--- src/rtl/led_matrix_pkg.sv ---
// Shared types and sizing helpers for the LED matrix row scanner.
package led_matrix_pkg;

    typedef enum logic {
        BLANK = 1'b0,
        SCAN  = 1'b1
    } scan_state_t;

    localparam int DEFAULT_PWM_BITS = 2;

    typedef logic [DEFAULT_PWM_BITS-1:0] level_t;

    function automatic int row_idx_width(input int rows);
        return (rows > 1) ? $clog2(rows) : 1;
    endfunction

    function automatic int cnt_width(input int blank_cycles, input int dwell_cycles);
        int longest;
        longest = (blank_cycles > dwell_cycles) ? blank_cycles : dwell_cycles;
        return (longest > 1) ? $clog2(longest) : 1;
    endfunction

endpackage

--- src/rtl/led_row_timer.sv ---
// BLANK/SCAN phase timer for one row, with PWM slot tracking and row/frame pulses.
module led_row_timer
    import led_matrix_pkg::*;
#(
    parameter int ROWS         = 8,
    parameter int PWM_BITS     = DEFAULT_PWM_BITS,
    parameter int DWELL_CYCLES = 131072,
    parameter int BLANK_CYCLES = 64,
    localparam int RW          = row_idx_width(ROWS)
) (
    input  logic                clk,
    input  logic                reset,
    output scan_state_t         state,
    output logic                phase_start,
    output logic                scan_next,
    output logic [PWM_BITS-1:0] slot_next,
    output logic [RW-1:0]       row_idx,
    output logic                row_advance,
    output logic                wrap
);

    localparam int CW   = cnt_width(BLANK_CYCLES, DWELL_CYCLES);
    localparam int SLOT = DWELL_CYCLES >> PWM_BITS;

    localparam logic [CW-1:0] BLANK_LAST = CW'(BLANK_CYCLES - 1);
    localparam logic [CW-1:0] DWELL_LAST = CW'(DWELL_CYCLES - 1);
    localparam logic [CW-1:0] SLOT_LAST  = CW'(SLOT - 1);
    localparam logic [RW-1:0] ROW_LAST   = RW'(ROWS - 1);

    logic [CW-1:0]       cnt, cnt_nxt;
    logic [CW-1:0]       sub, sub_nxt;
    logic [PWM_BITS-1:0] slot, slot_nxt;
    scan_state_t         state_nxt;
    logic                phase_last;

    // The slot is tracked with its own sub-counter so SLOT need not be a power of two.
    always_comb begin
        phase_last = (state == BLANK) ? (cnt == BLANK_LAST) : (cnt == DWELL_LAST);
        state_nxt  = state;
        cnt_nxt    = cnt + 1'b1;
        sub_nxt    = '0;
        slot_nxt   = '0;
        if (phase_last) begin
            cnt_nxt   = '0;
            state_nxt = (state == BLANK) ? SCAN : BLANK;
        end else if (state == SCAN) begin
            if (sub == SLOT_LAST) begin
                sub_nxt  = '0;
                slot_nxt = slot + 1'b1;
            end else begin
                sub_nxt  = sub + 1'b1;
                slot_nxt = slot;
            end
        end
    end

    assign row_advance = (state == SCAN) && phase_last;
    assign wrap        = row_advance && (row_idx == ROW_LAST);
    assign phase_start = (cnt == '0);
    assign scan_next   = (state_nxt == SCAN);
    assign slot_next   = slot_nxt;

    always_ff @(posedge clk or negedge reset) begin
        if (!reset) begin
            state   <= BLANK;
            cnt     <= '0;
            sub     <= '0;
            slot    <= '0;
            row_idx <= '0;
        end else begin
            state <= state_nxt;
            cnt   <= cnt_nxt;
            sub   <= sub_nxt;
            slot  <= slot_nxt;
            if (row_advance) begin
                row_idx <= (row_idx == ROW_LAST) ? '0 : row_idx + 1'b1;
            end
        end
    end

endmodule

--- src/rtl/led_matrix_scan.sv ---
// Row-scanning LED matrix driver: shadow/active frame buffers, one-hot rows, PWM columns.
// Define LED_TESTMODE_EN to add the test_mode lamp-test input (all pixels at full level).
module led_matrix_scan
    import led_matrix_pkg::*;
#(
    parameter int ROWS         = 8,
    parameter int COLS         = 8,
    parameter int PWM_BITS     = DEFAULT_PWM_BITS,
    parameter int DWELL_CYCLES = 131072,
    parameter int BLANK_CYCLES = 64
) (
    input  logic                         clk,
    input  logic                         reset,
    input  logic [ROWS*COLS*PWM_BITS-1:0] frame_flat,
    input  logic                         frame_valid,
`ifdef LED_TESTMODE_EN
    input  logic                         test_mode,
`endif
    output logic                         frame_ready,
    output logic                         frame_start,
    output logic [ROWS-1:0]              row,
    output logic [COLS-1:0]              col_n
);

    localparam int FW = ROWS * COLS * PWM_BITS;
    localparam int RW = row_idx_width(ROWS);

    scan_state_t         state;
    logic                phase_start;
    logic                scan_next;
    logic [PWM_BITS-1:0] slot_next;
    logic [RW-1:0]       row_idx;
    logic                row_advance;
    logic                wrap;

    logic [FW-1:0]       active_buf;
    logic [FW-1:0]       shadow_buf;
    logic                pending;
    logic [COLS-1:0]     col_nxt;
    logic [PWM_BITS-1:0] lvl;

    led_row_timer #(
        .ROWS         (ROWS),
        .PWM_BITS     (PWM_BITS),
        .DWELL_CYCLES (DWELL_CYCLES),
        .BLANK_CYCLES (BLANK_CYCLES)
    ) u_timer (
        .clk         (clk),
        .reset       (reset),
        .state       (state),
        .phase_start (phase_start),
        .scan_next   (scan_next),
        .slot_next   (slot_next),
        .row_idx     (row_idx),
        .row_advance (row_advance),
        .wrap        (wrap)
    );

    // Columns are computed for the coming cycle so they register on the same edge as row.
    // Row only changes on a SCAN->BLANK edge, where the columns go dark anyway.
    always_comb begin
        col_nxt = '1;
        lvl     = '0;
        if (scan_next) begin
            for (int c = 0; c < COLS; c++) begin
                lvl = active_buf[(int'(row_idx) * COLS + c) * PWM_BITS +: PWM_BITS];
`ifdef LED_TESTMODE_EN
                if (test_mode) lvl = '1;
`endif
                col_nxt[c] = !(lvl > slot_next);
            end
        end
    end

    always_ff @(posedge clk or negedge reset) begin
        if (!reset) begin
            row        <= {{(ROWS-1){1'b0}}, 1'b1};
            col_n      <= '1;
            active_buf <= '0;
            shadow_buf <= '0;
            pending    <= 1'b0;
        end else begin
            col_n <= col_nxt;
            if (row_advance) begin
                row <= {row[ROWS-2:0], row[ROWS-1]};
            end
            // Capture on a wrap edge cannot coincide with a swap: capture needs pending low.
            if (wrap && pending) begin
                active_buf <= shadow_buf;
                pending    <= 1'b0;
            end else if (frame_valid && !pending) begin
                shadow_buf <= frame_flat;
                pending    <= 1'b1;
            end
        end
    end

    assign frame_ready = !pending;
    assign frame_start = reset && (state == BLANK) && phase_start && (row_idx == '0);

endmodule

--- config.mk ---
export PLATFORM = sky130hd
export DESIGN_NAME = led_matrix_scan
export DESIGN_NICKNAME = d
export VERILOG_FILES = /design/src/rtl/led_matrix_pkg.sv /design/src/rtl/led_row_timer.sv /design/src/rtl/led_matrix_scan.sv
export SDC_FILE = /design/constraint.sdc
export NUM_CORES = 1
export LEC_CHECK = 0
export ABC_CLOCK_PERIOD_IN_PS = 2460
export CORE_MARGIN = 2
export CORE_UTILIZATION = 51
export CTS_CLUSTER_DIAMETER = 60
export DETAILED_ROUTE_END_ITERATION = 12
export PLACE_DENSITY = 0.76
export SETUP_SLACK_MARGIN = 0.4
export SLEW_MARGIN = 20
export SYNTH_ARGS = -nofsm -noshare
export SYNTH_HDL_FRONTEND = slang
export SYNTH_SLANG_ARGS = --single-unit
--- constraint.sdc ---
create_clock -name clk -period 2.46 [get_ports clk]
set_input_delay 0.738 -clock clk [delete_from_list [all_inputs] [get_ports clk]]
set_output_delay 0.738 -clock clk [all_outputs]
set_load 0.1 [all_outputs]
After elaboration in Yosys (flattened, before gate mapping)
Index checks and enable logic that the tools add are counted.

word-level totals
  flip-flop bits (word level) = 313
  output and inout bits = 18

operators by class
  add/subtract/negate cells = 11
  magnitude comparators = 8
  equality and inequality tests = 4
  shifts and indexed selects = 8
  muxes and demuxes = 14
  bitwise gates (word level) = 2
  reduce and logical (&&, ||, !) cells = 20

operator list
  cell                                                                number
  128-bit by 9-bit indexed part select with 2-bit output              7
  128-bit by 8-bit indexed part select with 2-bit output              1
  17-bit 2-to-1 mux                                                   4
  17-bit by 1-bit adder with 17-bit output (second input constant)    2
  6-bit by 3-bit adder with 7-bit output (second input constant)      4
  17-bit by 15-bit == test with 1-bit output (second input constant)  1
  17-bit == test (second input constant)                              1
  17-bit by 6-bit == test with 1-bit output (second input constant)   1
  17-bit zero test                                                    1
  2-bit > comparator                                                  8
  6-bit by 2-bit adder with 7-bit output (second input constant)      2
  1-bit zero test                                                     9
  8-bit 2-to-1 mux                                                    1
  6-bit by 1-bit adder with 7-bit output (second input constant)      1
  1-bit logical AND                                                   7
  2-bit 2-to-1 mux                                                    3
  1-bit 2-to-1 mux                                                    5
  3-bit by 1-bit adder with 3-bit output (second input constant)      1
  3-bit == test (second input constant)                               1
  3-bit zero test                                                     1
  3-bit 2-to-1 mux                                                    1
  2-bit by 1-bit adder with 2-bit output (second input constant)      1
  1-bit NOT                                                           2
  2-bit AND reduction                                                 1
  2-bit nonzero test                                                  1

Longest topological paths before layout
  depth after elaboration = 7
  depth in mapped cells = 11
  gate-level depth less buffers = 10

Hierarchy
Synthesis repeated with hierarchy kept, for this count alone.

unflattened totals
  cells, all modules = 869
  area total of the unflattened synthesis = 13404.1 µm²

by module, submodules not included
  module           instances  cells each  area an instance (µm²)
  led_matrix_scan  1          672         11370.9
  led_row_timer    1          197         2033.2

Worst setup path before layout
OpenSTA, ideal clock, no wires.

  path type = register -> output
  start = register u_timer.row_idx[0]
  end = output port frame_start
  arrival time = 2204 ps
  data required time = 1722 ps
  slack = -482 ps
  stages on the path, launching flop included = 8
  path buffers = 2
  path through = dfrtp_1 > clkbuf_1 > buf_1 > inv_1 > ha_1 > nand3_1 > nor4b_1 > and3_1

between the ends
  word-level cells in the longest chain between the ends = 2

ends and longest elaborated chain
  what                    RTL line               text
  start, declared         led_row_timer.sv:17    output logic [RW-1:0] row_idx,
  start signal, assigned  led_row_timer.sv:76    row_idx <= (row_idx == ROW_LAST) ? '0 : row_idx + 1'b1;
  3-bit zero test         led_matrix_scan.sv:99  assign frame_start = reset && (state == BLANK) && phase_start && (row_idx == '0);
  1-bit logical AND       led_matrix_scan.sv:99
  end, declared           led_matrix_scan.sv:20  output logic frame_start,

No other way between the ends.

Worst setup path in the final report
  start = register u_timer.cnt[9]
  end = output port frame_start

between the ends
  word-level cells in the longest chain between the ends = 3

ends and longest elaborated chain
  what                             RTL line               text
  start, declared                  led_row_timer.sv:30    logic [CW-1:0] cnt, cnt_nxt;
  start signal, assigned           led_row_timer.sv:72    cnt <= cnt_nxt;
  17-bit zero test                 led_row_timer.sv:59    assign phase_start = (cnt == '0);
  1-bit logical AND (2 in series)  led_matrix_scan.sv:99

No other way between the ends.

==> flow_metrics.tcl <==
set metrics [dict create \
    outcome "finished, violations left" \
    violations "negative setup slack" \
    htreeDepth 2 \
    numCtsBuffers 34 \
    finalSetupViolations 1 \
    synth_flop_cell "dfrtp_1" \
    grt_overflow_total 0 \
    fp.dieW_um 169 \
    wirelength_um 37130 \
    numClockSinks 313 \
    power_density_mw_per_mm2 607.6 \
    synthTopCellsByArea "dfrtp_1 (55%), mux2_4 (13%), mux2_2 (12%)" \
    synth.top_cells.by_count "dfrtp_1 (304), mux2_2 (154), mux2_4 (120), mux4_2 (32), nor2_1 (26)" \
    synth_edf_count 0 \
    hold_viol 0 \
    grt_pass1_vias 9371 \
    slew_violations 0 \
    dp_hpwl_um 19760 \
    ios 149 \
    core_region_area_sq_mm 0.02688 \
    dr.pass1.iters 5 \
    switching_share_pct 21.55 \
    startpoint_type "register" \
    post-route-drc-count 0 \
    arrival_ns 1.98 \
    yosysTopAreaCellShare_pct 54.79 \
    vias_per_cell 5.769 \
    finalNonFillerCells 1512 \
    p_int_uw 9053 \
    cts_hold_buffers 0 \
    antenna_found_initial 3 \
    ys_types 43 \
    maxCapViolCount 0 \
    final_area_sq_mm 0.01899 \
    seq_area_frac_synth_pct 56.49 \
    synth_seq_cells 313 \
    async_reset_ff_share_pct 100.0 \
    syn_area_per_cell_sq_um 15.67 \
    initial_core_util_pct 51.66 \
    endpoint_kind "output pin" \
    tightestPinTransition_ns 0.9828 \
    wire_per_inst_um 24.55 \
    maxSlewHeadroom_pct 34.48 \
    synth_nets 1039 \
    clk_pin_slew_ns 0.06 \
    synth_most_common_cell "dfrtp_1" \
    postPlaceCellArea_sq_mm 0.01597 \
    p_total_uw 11540 \
    crit_fanout 2 \
    rows 60 \
    netlist_area_sq_mm 0.01388 \
    grt_usage_pct 25.70 \
    critPathKind "register to output pin" \
    clk_path_buf_depth 3 \
    clk_latency_ns 0.52 \
    combPwrFrac_pct 5.1 \
    cts_tree "built" \
    hold_ws_ns 0.3412 \
    nFillCells 1641 \
    min_period_ns 2.716 \
    die-area_sq_mm 0.02856 \
    cts_root_buf "clkbuf_16" \
    drt_iter0_drc 706 \
    layout_setup_ws_ns -0.2557 \
    grt_max_degree 173 \
    utilization_pct 70.66 \
    peakVddDrop_uv 470.0 \
    ant_nets 0 \
    nets 1295 \
    dp_cells 1368 \
    yosys_warnings 0 \
    gp_congestion 0.8294 \
    hp-class "primary input to asynchronous set/reset pin" \
    layout-drive-gt1-share_pct 49.57 \
    grt_pass1_wl_um 55390 \
    syn_inst 886 \
    leakagePower_uw 0.008745 \
    cp_data_required_time_ns 1.72 \
    clock.fmax_mhz 368.2 \
    area_growth_pct 36.77 \
    switchingPower_uw 2486 \
    fin_skew_ns 0.01780 \
    fin_crit_sh_pct 110.4 \
    die_h_um 169 \
    synth_area_leader_cell "dfrtp_1" \
    rsz0062_at_grt "true" \
    io_buffers 148 \
    power.clock.fraction_pct 46.8 \
    seqPwrFrac_pct 48.1 \
    via_count 8723 \
]
metrics by stage:
| stage | TNS [ns] | setup slack, ns |
|---|---|---|
| after global placement | 0 | 0.1344 |
| after detailed placement | 0 | 0.1316 |
| after CTS | -0.2336 | -0.2336 |
| final | -0.2557 | -0.2557 |
| after floorplan | 0 | 0.1903 |
| after global routing | -0.4397 | -0.3205 |
power by group through the flow:
stage / clock [uW] / sequential [uW] / combinational [uW]
3_5_place_dp: 0 / 5630 / 583
4_1_cts: 5420 / 5540 / 587
5_1_grt: 5660 / 5570 / 636
2_1_floorplan: 0 / 5570 / 220
6_report: 5400 / 5550 / 586
3_3_place_gp: 0 / 5610 / 567
final timing paths:
check / slack, ns / from / end / cells past startpoint
max in group asynchronous: 1.33 / reset / active_buf[16] / 2
worst min register to register: 0.50 / shadow_buf[120] / active_buf[120] / 1
worst min-delay path: 0.34 / reset / u_timer.sub[7] / 2
worst max-delay path: -0.26 / u_timer.cnt[9] / frame_start / 4
worst max register to register: 0.01 / u_timer.cnt[6] / active_buf[67] / 10
min in group clk: 0.50 / shadow_buf[120] / active_buf[120] / 1
cell usage in the layout (no fill, tap or decap), drive strengths merged, types with 5 or more instances in the layout:
master         synthesis  final
dfstp                  9      9
clkbuf                22     49
xnor2                 25     25
mux4                  32     32
mux2i                  9      9
a21oi                 16     16
nor3                  15     15
xor2                   6      6
nand3                 23     23
nor4                  12     12
dfrtp                304    304
nor2                  26     27
nand4                 11     11
buf                   23    132
clkinv                 0      8
mux2                 274    274
bufinv                 0      5
inv                   18     18
clkdlybuf4s50          0    129
ha                    22     22
nand2                  7      7
kinds of logic (layout without fill, tap and decap cells):
| family | after synthesis | count (layout) | share of synthesized area [%] |
|---|---|---|---|
| mux | 315 | 315 | 31.31 |
| flops | 313 | 313 | 56.49 |
| simple gates | 114 | 116 | 4.389 |
| buf+inv | 63 | 343 | 2.514 |
| xor+xnor | 31 | 31 | 1.955 |
| compound gates | 28 | 28 | 1.361 |
| fa+ha+maj | 22 | 22 | 1.982 |
| other cells | 0 | 3 | 0 |
sequential cells by signal, summed over array words and instances (netlist names):
register         cells
u_timer.cnt         17
pending              1
u_timer.row_idx      3
u_timer.state        1
shadow_buf         128
row                  8
u_timer.slot         2
col_n                8
active_buf         128
u_timer.sub         17
what timing repair did:
item	CTS	global route
endpoints found under the setup margin	157	164
pin swaps	26	14
cloned	23	2
buffers inserted	47	7
gates resized for setup	126	41
critical path: stages (launching register included):
cell and delay, ns:
dfrtp_1 0.39, or4_4 0.57, nor2_4 0.14, and3_4 0.19, buf_12 0.17
area by class of cell:
cell class / count / area [sq um] / area share (%)
Tap cell: 341 / 426.7 / 2.247
Antenna cell: 3 / 7.507 / 0.03953
Clock buffer: 48 / 964.7 / 5.080
Inverter: 18 / 67.56 / 0.3558
Clock inverter: 14 / 220.2 / 1.160
Multi-Input combinational cell: 512 / 6225 / 32.78
Sequential cell: 313 / 7850 / 41.34
Timing Repair Buffer: 263 / 3228 / 17.00
metal layers:
metal / routed length (um) / share of wire (%) / GRT usage (%)
met1: 15420 / 42 / 34.39
met2: 18490 / 50 / 42.16
met3: 1902 / 5.1 / 4.022
met4: 1313 / 3.5 / 10.96
met5: 0 / 0 / 0
Power figures use the tool's default switching activity.
